File: src/rtl/seq_adder_pkg.sv
// ============================================================================
// Module   : seq_adder_pkg
// Brief    : Shared types and constants for the bit-serial adder.
// Revision : 1.0
// ============================================================================
`default_nettype none

package seq_adder_pkg;

    localparam int DEFAULT_WIDTH = 8;

    // Operand register input select: parallel load vs. shift right
    localparam logic SEL_LOAD  = 1'b1;
    localparam logic SEL_SHIFT = 1'b0;

    typedef enum logic [1:0] {
        IDLE  = 2'd0,
        SHIFT = 2'd1,
        DONE  = 2'd2
    } state_t;

endpackage

`default_nettype wire

File: src/rtl/seq_fa_bit.sv
// ============================================================================
// Module   : seq_fa_bit
// Brief    : Combinational 1-bit full adder used by the serial datapath.
// Revision : 1.0
// ============================================================================
`default_nettype none

module seq_fa_bit (
    input  logic a,
    input  logic b,
    input  logic ci,
    output logic s,
    output logic co
);

    assign s  = a ^ b ^ ci;
    assign co = (a & b) | (a & ci) | (b & ci);

endmodule

`default_nettype wire

File: src/rtl/seq_adder_ctrl.sv
// ============================================================================
// Module   : seq_adder_ctrl
// Brief    : Bit-serial adder: loads two operands, adds one bit per clock,
//            returns sum/cout with a one-cycle done pulse.
//            Define SEQ_ADDER_CTRL_SUB_EN to add the 'sub' port (a - b).
// Revision : 1.0
// ============================================================================
`default_nettype none

module seq_adder_ctrl
    import seq_adder_pkg::*;
#(
    parameter int WIDTH = DEFAULT_WIDTH,
    parameter int CNT_W = $clog2(WIDTH + 1)
) (
    input  logic             clk,
    input  logic             rst_n,
    input  logic             start,
    input  logic [WIDTH-1:0] a,
    input  logic [WIDTH-1:0] b,
    input  logic             cin,
`ifdef SEQ_ADDER_CTRL_SUB_EN
    input  logic             sub,
`endif
    output logic             busy,
    output logic             done,
    output logic [WIDTH-1:0] sum,
    output logic             cout
);

    localparam logic [CNT_W-1:0] c_last_cnt = CNT_W'(WIDTH - 1);

    state_t           r_state;
    logic [WIDTH-1:0] r_a_sr;
    logic [WIDTH-1:0] r_b_sr;
    logic [WIDTH-1:0] r_sum_sr;
    logic             r_carry;
    logic [CNT_W-1:0] r_cnt;
    logic             r_busy;
    logic             r_done;
    logic [WIDTH-1:0] r_sum;
    logic             r_cout;

    logic             w_sel;
    logic [WIDTH-1:0] w_b_load;
    logic             w_cin_load;
    logic [WIDTH-1:0] w_a_shift;
    logic [WIDTH-1:0] w_b_shift;
    logic [WIDTH-1:0] w_a_next;
    logic [WIDTH-1:0] w_b_next;
    logic [WIDTH-1:0] w_sum_next;
    logic             w_s;
    logic             w_co;

`ifdef SEQ_ADDER_CTRL_SUB_EN
    // Subtraction as a + ~b + 1; cout=1 means no borrow
    assign w_b_load   = sub ? ~b : b;
    assign w_cin_load = sub ? 1'b1 : cin;
`else
    assign w_b_load   = b;
    assign w_cin_load = cin;
`endif

    assign w_sel     = (r_state == SHIFT) ? SEL_SHIFT : SEL_LOAD;
    assign w_a_shift = {1'b0, r_a_sr[WIDTH-1:1]};
    assign w_b_shift = {1'b0, r_b_sr[WIDTH-1:1]};

    genvar i;
    generate
        for (i = 0; i < WIDTH; i++) begin : g_sel_mux
            assign w_a_next[i] = (w_sel == SEL_LOAD) ? a[i]        : w_a_shift[i];
            assign w_b_next[i] = (w_sel == SEL_LOAD) ? w_b_load[i] : w_b_shift[i];
        end
    endgenerate

    seq_fa_bit u_fa (
        .a  (r_a_sr[0]),
        .b  (r_b_sr[0]),
        .ci (r_carry),
        .s  (w_s),
        .co (w_co)
    );

    // Sum bits enter at the MSB so the LSB lands in bit 0 after WIDTH shifts
    assign w_sum_next = {w_s, r_sum_sr[WIDTH-1:1]};

    always_ff @(posedge clk) begin
        if (!rst_n) begin
            r_state  <= IDLE;
            r_a_sr   <= '0;
            r_b_sr   <= '0;
            r_sum_sr <= '0;
            r_carry  <= 1'b0;
            r_cnt    <= '0;
            r_busy   <= 1'b0;
            r_done   <= 1'b0;
            r_sum    <= '0;
            r_cout   <= 1'b0;
        end else begin
            r_done <= 1'b0;
            case (r_state)
                IDLE, DONE: begin
                    if (start) begin
                        r_a_sr  <= w_a_next;
                        r_b_sr  <= w_b_next;
                        r_carry <= w_cin_load;
                        r_cnt   <= '0;
                        r_busy  <= 1'b1;
                        r_state <= SHIFT;
                    end else begin
                        r_state <= IDLE;
                    end
                end
                SHIFT: begin
                    r_a_sr   <= w_a_next;
                    r_b_sr   <= w_b_next;
                    r_carry  <= w_co;
                    r_sum_sr <= w_sum_next;
                    r_cnt    <= r_cnt + 1'b1;
                    if (r_cnt == c_last_cnt) begin
                        r_state <= DONE;
                        r_busy  <= 1'b0;
                        r_done  <= 1'b1;
                        r_sum   <= w_sum_next;
                        r_cout  <= w_co;
                    end
                end
                default: begin
                    r_state <= IDLE;
                    r_busy  <= 1'b0;
                end
            endcase
        end
    end

    assign busy = r_busy;
    assign done = r_done;
    assign sum  = r_sum;
    assign cout = r_cout;

endmodule

`default_nettype wire
File: config.mk
export PLATFORM = sky130hd
export DESIGN_NAME = seq_adder_ctrl
export DESIGN_NICKNAME = d
export VERILOG_FILES = /design/src/rtl/seq_adder_pkg.sv /design/src/rtl/seq_fa_bit.sv /design/src/rtl/seq_adder_ctrl.sv
export SDC_FILE = /design/constraint.sdc
export NUM_CORES = 1
export LEC_CHECK = 0
export ABC_AREA = 1
export BUFFER_PORTS_ARGS = -buffer_cell sky130_fd_sc_hd__buf_2
export CAP_MARGIN = 20
export CORE_ASPECT_RATIO = 1.4
export CORE_MARGIN = 10
export CORE_UTILIZATION = 30
export CTS_CLUSTER_SIZE = 16
export DETAILED_ROUTE_END_ITERATION = 10
export GPL_TIMING_DRIVEN = 1
export PLACE_DENSITY_LB_ADDON = 0.12
export RECOVER_POWER = 100
export SLEW_MARGIN = 10
export SYNTH_ARGS = -nofsm -noshare
export SYNTH_HDL_FRONTEND = slang
export SYNTH_SLANG_ARGS = --single-unit
File: constraint.sdc
create_clock -name clk -period 3.36 [get_ports clk]
set_input_delay 0.504 -clock clk [delete_from_list [all_inputs] [get_ports clk]]
set_output_delay 0.504 -clock clk [all_outputs]
set_load 0.005 [all_outputs]
### Yosys cells after proc, flatten, opt, wreduce, memory -nomap -nowiden

Cells that the tools add are included.

| storage, ports and cells | value |
|---|---|
| word-level logic and storage cells | 61 |
| output and inout port bits | 11 |
| flip-flop bits (word level) | 42 |

| cells by class | value |
|---|---|
| mux-type cells | 31 |
| add/subtract/negate cells | 1 |
| bitwise gates (word level) | 7 |
| equal/unequal tests | 5 |
| reductions and logical operators | 7 |

Operators with widths:

| cell | number |
|---|---|
| one-hot mux 8 bit (2 select lines) | 2 |
| two-way mux 1 bit | 21 |
| two-way mux 8 bit | 2 |
| one-hot mux 4 bit (2 select lines) | 1 |
| AND reduction 2 bit | 4 |
| adder 4 x 1 -> 4 bit, second input constant | 1 |
| equality test 4 x 3 -> 1 bit, second input constant | 1 |
| two-way mux 4 bit | 1 |
| one-hot mux 1 bit (2 select lines) | 2 |
| one-hot mux 2 bit (2 select lines) | 1 |
| AND 1 bit | 3 |
| equality test 2 x 1 -> 1 bit, second input constant | 1 |
| equality test 2 bit, second input constant | 1 |
| zero test 2 bit | 1 |
| two-way mux 2 bit | 1 |
| inequality test 2 x 1 -> 1 bit, second input constant | 1 |
| inequality test 2 bit, second input constant | 1 |
| bitwise OR 1 bit | 2 |
| nonzero test 2 bit | 1 |
| OR reduction 2 bit | 1 |
| XOR 1 bit | 2 |

### Logic depth before layout (Yosys ltp)

Gate-level depths: netlist of the first run.

| logic depth | value |
|---|---|
| depth after elaboration | 4 |
| gate-level depth with buffers | 7 |

### Hierarchy

A second synthesis of the first run with hierarchy kept.

| second synthesis, totals | value |
|---|---|
| cell total of the unflattened synthesis | 243 |
| area, all modules | 1886.8 um^2 |

By module, submodules not included:

| module | sequential area each (um^2) | cells an instance | times used | area each (um^2) |
|---|---|---|---|---|
| seq_adder_ctrl | 820.8 | 242 | 1 | 1866.8 |
| seq_fa_bit | 0.0 | 1 | 1 | 20.0 |

### Least setup slack after synthesis of the first run

OpenSTA, ideal clock, no wires.

| path | value |
|---|---|
| path kind | input port to flip-flop |
| from | input rst_n |
| to | register r_a_sr[0] |
| stages | 4 |
| setup time | 132 ps |
| arrival | 1051 ps |
| buffers on the path | 2 |
| slack | 2177 ps |
| cells stage by stage | buf_2 -> inv_1 -> clkbuf_1 -> a21oi_1 |

RTL lines:

| what | line | source |
|---|---|---|
| start: declaration | seq_adder_ctrl.sv:17 | `input logic rst_n,` |
| end signal: assignment | seq_adder_ctrl.sv:104 | `r_a_sr <= w_a_next;` |
| end signal: assignment | seq_adder_ctrl.sv:115 | `r_a_sr <= w_a_next;` |
| end: declaration | seq_adder_ctrl.sv:34 | `logic [WIDTH-1:0] r_a_sr;` |

No word-level cell between the ends.

### Final worst setup path of the first run

| path | value |
|---|---|
| from | register r_state[0] |
| to | register r_sum_sr[1] |

| between the ends | value |
|---|---|
| longest elaborated chain between the ends | 1 |

Ends and longest elaborated chain:

| what | line | source |
|---|---|---|
| start: declaration | seq_adder_ctrl.sv:33 | `state_t r_state;` |
| start signal: assignment | seq_adder_ctrl.sv:89 | `r_state <= IDLE;` |
| start signal: assignment | seq_adder_ctrl.sv:109 | `r_state <= SHIFT;` |
| start signal: assignment | seq_adder_ctrl.sv:111 | `r_state <= IDLE;` |
| equality test 2 x 1 -> 1 bit | seq_adder_ctrl.sv:101 | `case (r_state)` |
| end signal: assignment | seq_adder_ctrl.sv:118 | `r_sum_sr <= w_sum_next;` |
| end: declaration | seq_adder_ctrl.sv:36 | `logic [WIDTH-1:0] r_sum_sr;` |

No other way between the ends.
A chain may end at the register's enable or synchronous reset.

==> results of run 1 <==
routing by layer:
layer / up-vias / part of all wire (%) / GRT usage [%]
met4: 0 / 0.90 / 3.03
met5: - / 0 / 0
met3: 4 / 5.0 / 3.21
li1: 842 / - / -
met2: 31 / 49 / 16.1
met1: 720 / 45 / 10.1
through the flow:
stage | power [mW] | hold slack [ns] | cell area (um^2)
after floorplan | 0.641 | 0.430 | 1880
after global routing | 1.01 | 0.470 | 2030
final | 0.957 | 0.464 | 2030
after detailed placement | 0.659 | 0.460 | 1980
after global placement | 0.659 | 0.450 | 1980
after CTS | 0.979 | 0.458 | 2060
worst max-delay path: cells and delay by family (launching register included):
family           cells  cell delay, ns
AO/OA/AOI/OAI        2            0.48
flip-flops           1            0.79
AND/OR/NAND/NOR      1            0.80
final timing paths:
| kind | from | endpoint | slack, ns | cells past startpoint |
|---|---|---|---|---|
| setup / recovery | r_state[0]$_SDFFE_PN0P_ | r_sum_sr[1]$_SDFFE_PN0P_ | 1.14 | 3 |
| setup reg to reg | r_state[0]$_SDFFE_PN0P_ | r_sum_sr[1]$_SDFFE_PN0P_ | 1.14 | 3 |
| hold / removal | sum[3]$_SDFFE_PN0P_ | sum[3]$_SDFFE_PN0P_ | 0.46 | 2 |
| hold reg to reg | sum[3]$_SDFFE_PN0P_ | sum[3]$_SDFFE_PN0P_ | 0.46 | 2 |
final cells by class:
| type | instances | area share, % |
|---|---|---|
| Clock buffer | 6 | 3.57 |
| Clock inverter | 2 | 0.493 |
| Inverter | 21 | 4.00 |
| Multi-Input combinational cell | 162 | 40.2 |
| Sequential cell | 41 | 40.4 |
| Tap cell | 72 | 4.43 |
| Timing Repair Buffer | 30 | 6.90 |
cells by family (layout without fill, tap and decap cells):
logic type / after synthesis / after routing / synth area share [%]
buffers and inverters: 40 / 59 / 11.9
AO/OA/AOI/OAI: 36 / 36 / 10.7
adder cells (fa/ha/maj): 2 / 2 / 1.73
flip-flops: 41 / 41 / 43.6
AND/OR/NAND/NOR: 124 / 124 / 32.1
registers in the layout (all words and copies together) (netlist names):
| register | flops |
|---|---|
| r_carry | 1 |
| r_sum_sr | 7 |
| r_b_sr | 8 |
| r_state | 2 |
| done | 1 |
| cout | 1 |
| sum | 8 |
| busy | 1 |
| r_cnt | 4 |
| r_a_sr | 8 |
power by group:
part           switching, mW  internal, mW  leakage [nW]
clock network          0.171         0.144        0.0450
registers             0.0214         0.511         0.335
logic                 0.0709        0.0385         0.486
cells in the final DEF (no fill, tap or decap), drive strengths merged:
cell type	n
a21oi	24
buf	22
clkbuf	14
clkinv	2
dfxtp	41
fa	1
ha	1
inv	21
nand2	36
nand3	60
nand4	8
nor2	20
o21a	1
o21ai	11
==> impl_metrics.toml, run 1 <==
[worst_setup_path]
crit_path_start_kind = "flop"
cp-end-kind = "flop"
path_class = "reg -> reg"
worstPathCellList = "nand2_1 -> o21ai_0 -> a21oi_1"
arrival_ns = 2.36
path_max_fanout = 29
crit_required_ns = 3.50
cp_slowest_cell = "nand2_1"
slowest_delay_ns = 0.80

[grt]
grt_start_max_net_pins = 30
grt_pass1_vias = 1597
gr-total-overflow = 0
grt_pass1_wl_um = 7510
antenna_found_initial = 0
grt_usage_pct = 9.27

[route]
drc_errors = 0
routed_wl_um = 4470
vias_per_cell = 4.78
drt_iter0_drc = 54
vias = 1597
drtAntennaViolNets = 0
dr.pass1.iters = 4
wl_per_cell_um = 13.4

[power]
ir_worst_vdd_mv = 0.168
p_leak_nw = 0.866
power_density_nw_per_um2 = 471

[synthesis]
synth_common_cells = "nand3_1 (56), dfxtp_1 (41), nand2_1 (32), a21oi_1 (19), inv_1 (19)"
ys_types = 26
netlist_top_cells_area = "dfxtp_1 (44%), nand3_1 (15%), nand2_1 (6.4%), a21oi_1 (5.0%), inv_1 (3.8%)"
synth_top_cell_area_share_pct = 43.6
synthArstFlopShare_pct = 0
syn_avg_cell_area_um2 = 7.75
synth_warnings = 0
yosysMostFrequentCell = "nand3_1"
yosysSeqAreaShare_pct = 43.6
synth_cells = 243
synth_edf_count = 0
synth_nets = 265
synth_flop_cell = "dfxtp_1"
ys_ff_latch = 41
yosys.area.top_type = "dfxtp_1"
synth_area_um2 = 1880

[die]
ios = 31
fp.dieArea_um2 = 9900
num_rows = 34
chipWidth_um = 87.0
core_area_um2 = 6170
die_y_um = 114
start_util_pct = 30.5

[placement]
place_ws_ns = 1.36
routabilityCongestion = 0.688
place_hpwl_um = 2970
placed_cells_incl_taps = 326
io_buffers = 30

[cts]
clock-root-buffer = "clkbuf_8"
cts_tree = "built"
cts.sinks = 41
ctsResizeCount = 0
clk_latency_ns = 0.29
htree_levels = 2
hold_buffers = 0
postCtsSetupBuffers = 0
cts_max_path_buffers = 2
clk_pin_slew_ns = 0.08
cts_made_buffers = 5

[timing]
worst_slack_ns = 1.14
min_period_ns = 2.22
worst_slew_pin_slew_ns = 1.01
hold_viol_final = 0
rsz0062_at_grt = "false"
skew_ns = 0.00743
slew_viol_final = 0
setup_viol_count_final = 0
tns_ns = 0
fmaxAchievable_mhz = 450
max_slew_margin_pct = 32.3
period_share_pct = 66.1

[hold_path]
hold_path.class = "reg -> reg"

[layout]
final_cells = 334
fillers = 677
drive_gt1_share_pct = 15.3
multi_input_area_um2 = 817
nNetsFinal = 283
diodes = 0
final_core_util_pct = 32.9
ff_latch_area_um2 = 821
area_growth_pct = 7.84

[flow_run]
drv_cap = 0

[outcome]
outcome = "complete, no violations"
Power figures use the tool's default switching activity.
==> run 2: changes to the inputs <==
clock period = 1.8 ns   (was 3.36 ns; I/O delays follow)
==> run 2 against run 1 <==
Critical path depth up 2. Sequential share of layout area shrank 1.1 points. Final cell count rose by 2.1%. Routed wire length grew 0.22%. Via count is 2.1% higher. Final area rose by 2.7%. Worst hold slack got worse by 0.23 ns. Maximum frequency is 50% higher. Power up 88%.
==> impl_metrics.toml, run 2 (synthesis gave the netlist of run 1 again) <==
[cts]
cts_made_buffers = 5
cts.sinks = 41
postCtsSetupBuffers = 0
clk_latency_ns = 0.29
cts_tree = "built"
ctsResizeCount = 0
clock-root-buffer = "clkbuf_8"
clk_pin_slew_ns = 0.08
cts_max_path_buffers = 2
htree_levels = 2
hold_buffers = 0

[layout]
diodes = 0
drive_gt1_share_pct = 17.5
final_common_cell = "nand3_1"
nNetsFinal = 290
fillers = 683
mostFrequentLayoutCells = "nand3_1 (56), dfxtp_1 (41), nand2_1 (33)"
area_growth_pct = 10.8

[timing]
max_slew_margin_pct = 73.7
fmaxAchievable_mhz = 676
rsz0062_at_grt = "false"
hold_viol_final = 0
min_period_ns = 1.48
worst_slew_pin_slew_ns = 0.394
slew_viol_final = 0
skew_ns = 0.00464
tns_ns = 0
period_share_pct = 82.2
setup_viol_count_final = 0

[worst_setup_path]
path_max_fanout = 18
cp-end-kind = "flop"
ff2ff_path_depth = 5
slowest_delay_ns = 0.37
crit_path_start_kind = "flop"
arrival_ns = 1.67
rrSetupSlack_ns = 0.32
path_class = "reg -> reg"
crit_required_ns = 1.99
cp_slowest_cell = "dfxtp_1"
worst-path-buf-inv = 2
path_common_cell = "clkbuf_2"
r2r_end = "r_sum_sr[7]$_SDFFE_PN0P_"
cp_top_family = "buffers and inverters"
rr_startpoint = "r_state[0]$_SDFFE_PN0P_"
worstPathCellList = "clkbuf_2 -> nand2_2 -> clkbuf_2 -> o21ai_0 -> nor2_1"

[die]
num_rows = 34
fp.dieArea_um2 = 9900
chipWidth_um = 87.0
start_util_pct = 30.5
ios = 31
die_y_um = 114
core_area_um2 = 6170

[grt]
grt_pass1_vias = 1708
antenna_found_initial = 0
grt_start_max_net_pins = 23
gr-total-overflow = 0
grt_usage_pct = 9.77
grt_pass1_wl_um = 8060

[placement]
place_hpwl_um = 3050
routabilityCongestion = 0.746
io_buffers = 30

[flow_run]
drv_cap = 0

[power]
ir_worst_vdd_mv = 0.380
p_leak_nw = 0.891
power_density_nw_per_um2 = 863
power_mw = 1.80

[hold_path]
min_to = "r_b_sr[7]$_SDFFE_PN0P_"
hold_path.class = "in -> reg"
min_from = "b[7]"
hold-path-cell-count = 3

[route]
drtAntennaViolNets = 0
routed_wl_um = 4480
vias_per_cell = 4.78
dr.pass1.iters = 4
drc_errors = 0
vias = 1630
wl_per_cell_um = 13.1
drt_iter0_drc = 49

[outcome]
outcome = "complete, no violations"
## run 2: changes by cell type in the layout (fill, tap and decap cells not counted), sizes merged
cell / change
clkbuf: +4
buf: +3
## run 2: where the power goes
group | switching [mW] | leakage [nW] | internal (mW) | total [mW]
Combinational | 0.147 | 0.511 | 0.0827 | 0.230
Sequential | 0.0298 | 0.335 | 0.954 | 0.983
Clock | 0.319 | 0.0450 | 0.269 | 0.589
## run 2: layer usage
metal | GRT usage [%] | part of all wire [%]
met2 | 15.7 | 46
met1 | 11.8 | 47
met5 | 0 | 0
met3 | 3.28 | 5.1
met4 | 3.36 | 1.5
## run 2: worst max-delay path by stage
stage | cells past startpoint | slack [ns] | start | end
after global placement | 5 | 0.53 | r_state[0]$_SDFFE_PN0P_ | r_cnt[3]$_SDFFE_PN0P_
after floorplan | 7 | 0.65 | r_cnt[0]$_SDFFE_PN0P_ | sum[0]$_SDFFE_PN0P_
after detailed placement | 5 | 0.54 | r_state[0]$_SDFFE_PN0P_ | r_cnt[3]$_SDFFE_PN0P_
after global routing | 5 | 0.20 | r_state[0]$_SDFFE_PN0P_ | r_sum_sr[7]$_SDFFE_PN0P_
final | 5 | 0.32 | r_state[0]$_SDFFE_PN0P_ | r_sum_sr[7]$_SDFFE_PN0P_
after CTS | 5 | 0.51 | r_state[0]$_SDFFE_PN0P_ | r_cnt[3]$_SDFFE_PN0P_
## run 2: layout make-up
| cell class | count | area (um^2) | share of cell area [%] |
|---|---|---|---|
| clock buffer | 6 | 72.6 | 3.48 |
| clock inverter | 2 | 10.0 | 0.480 |
| inverter | 21 | 81.3 | 3.90 |
| multi-input combinational | 162 | 827 | 39.6 |
| sequential | 41 | 821 | 39.3 |
| tap | 72 | 90.1 | 4.32 |
| timing repair buffer | 37 | 185 | 8.87 |
## run 2: through the flow
stage                     setup slack, ns  utilization (%)  area (um^2)  std cells  hold WS [ns]
after global placement              0.532             33.0         2030        333         0.450
after global routing                0.204             33.8         2090        341         0.225
after detailed placement            0.535             33.0         2030        333         0.456
final                               0.320             33.8         2090        341         0.239
after floorplan                     0.650                -         1880        243         0.429
after CTS                           0.510             34.3         2120        341         0.229
## run 2: worst min-delay path: cells and delay by family
family / cells / cell delay (ns)
AOI/OAI and AO/OA: 1 / 0.06
buffers and inverters: 1 / 0.10
and+or+nand+nor: 1 / 0.06
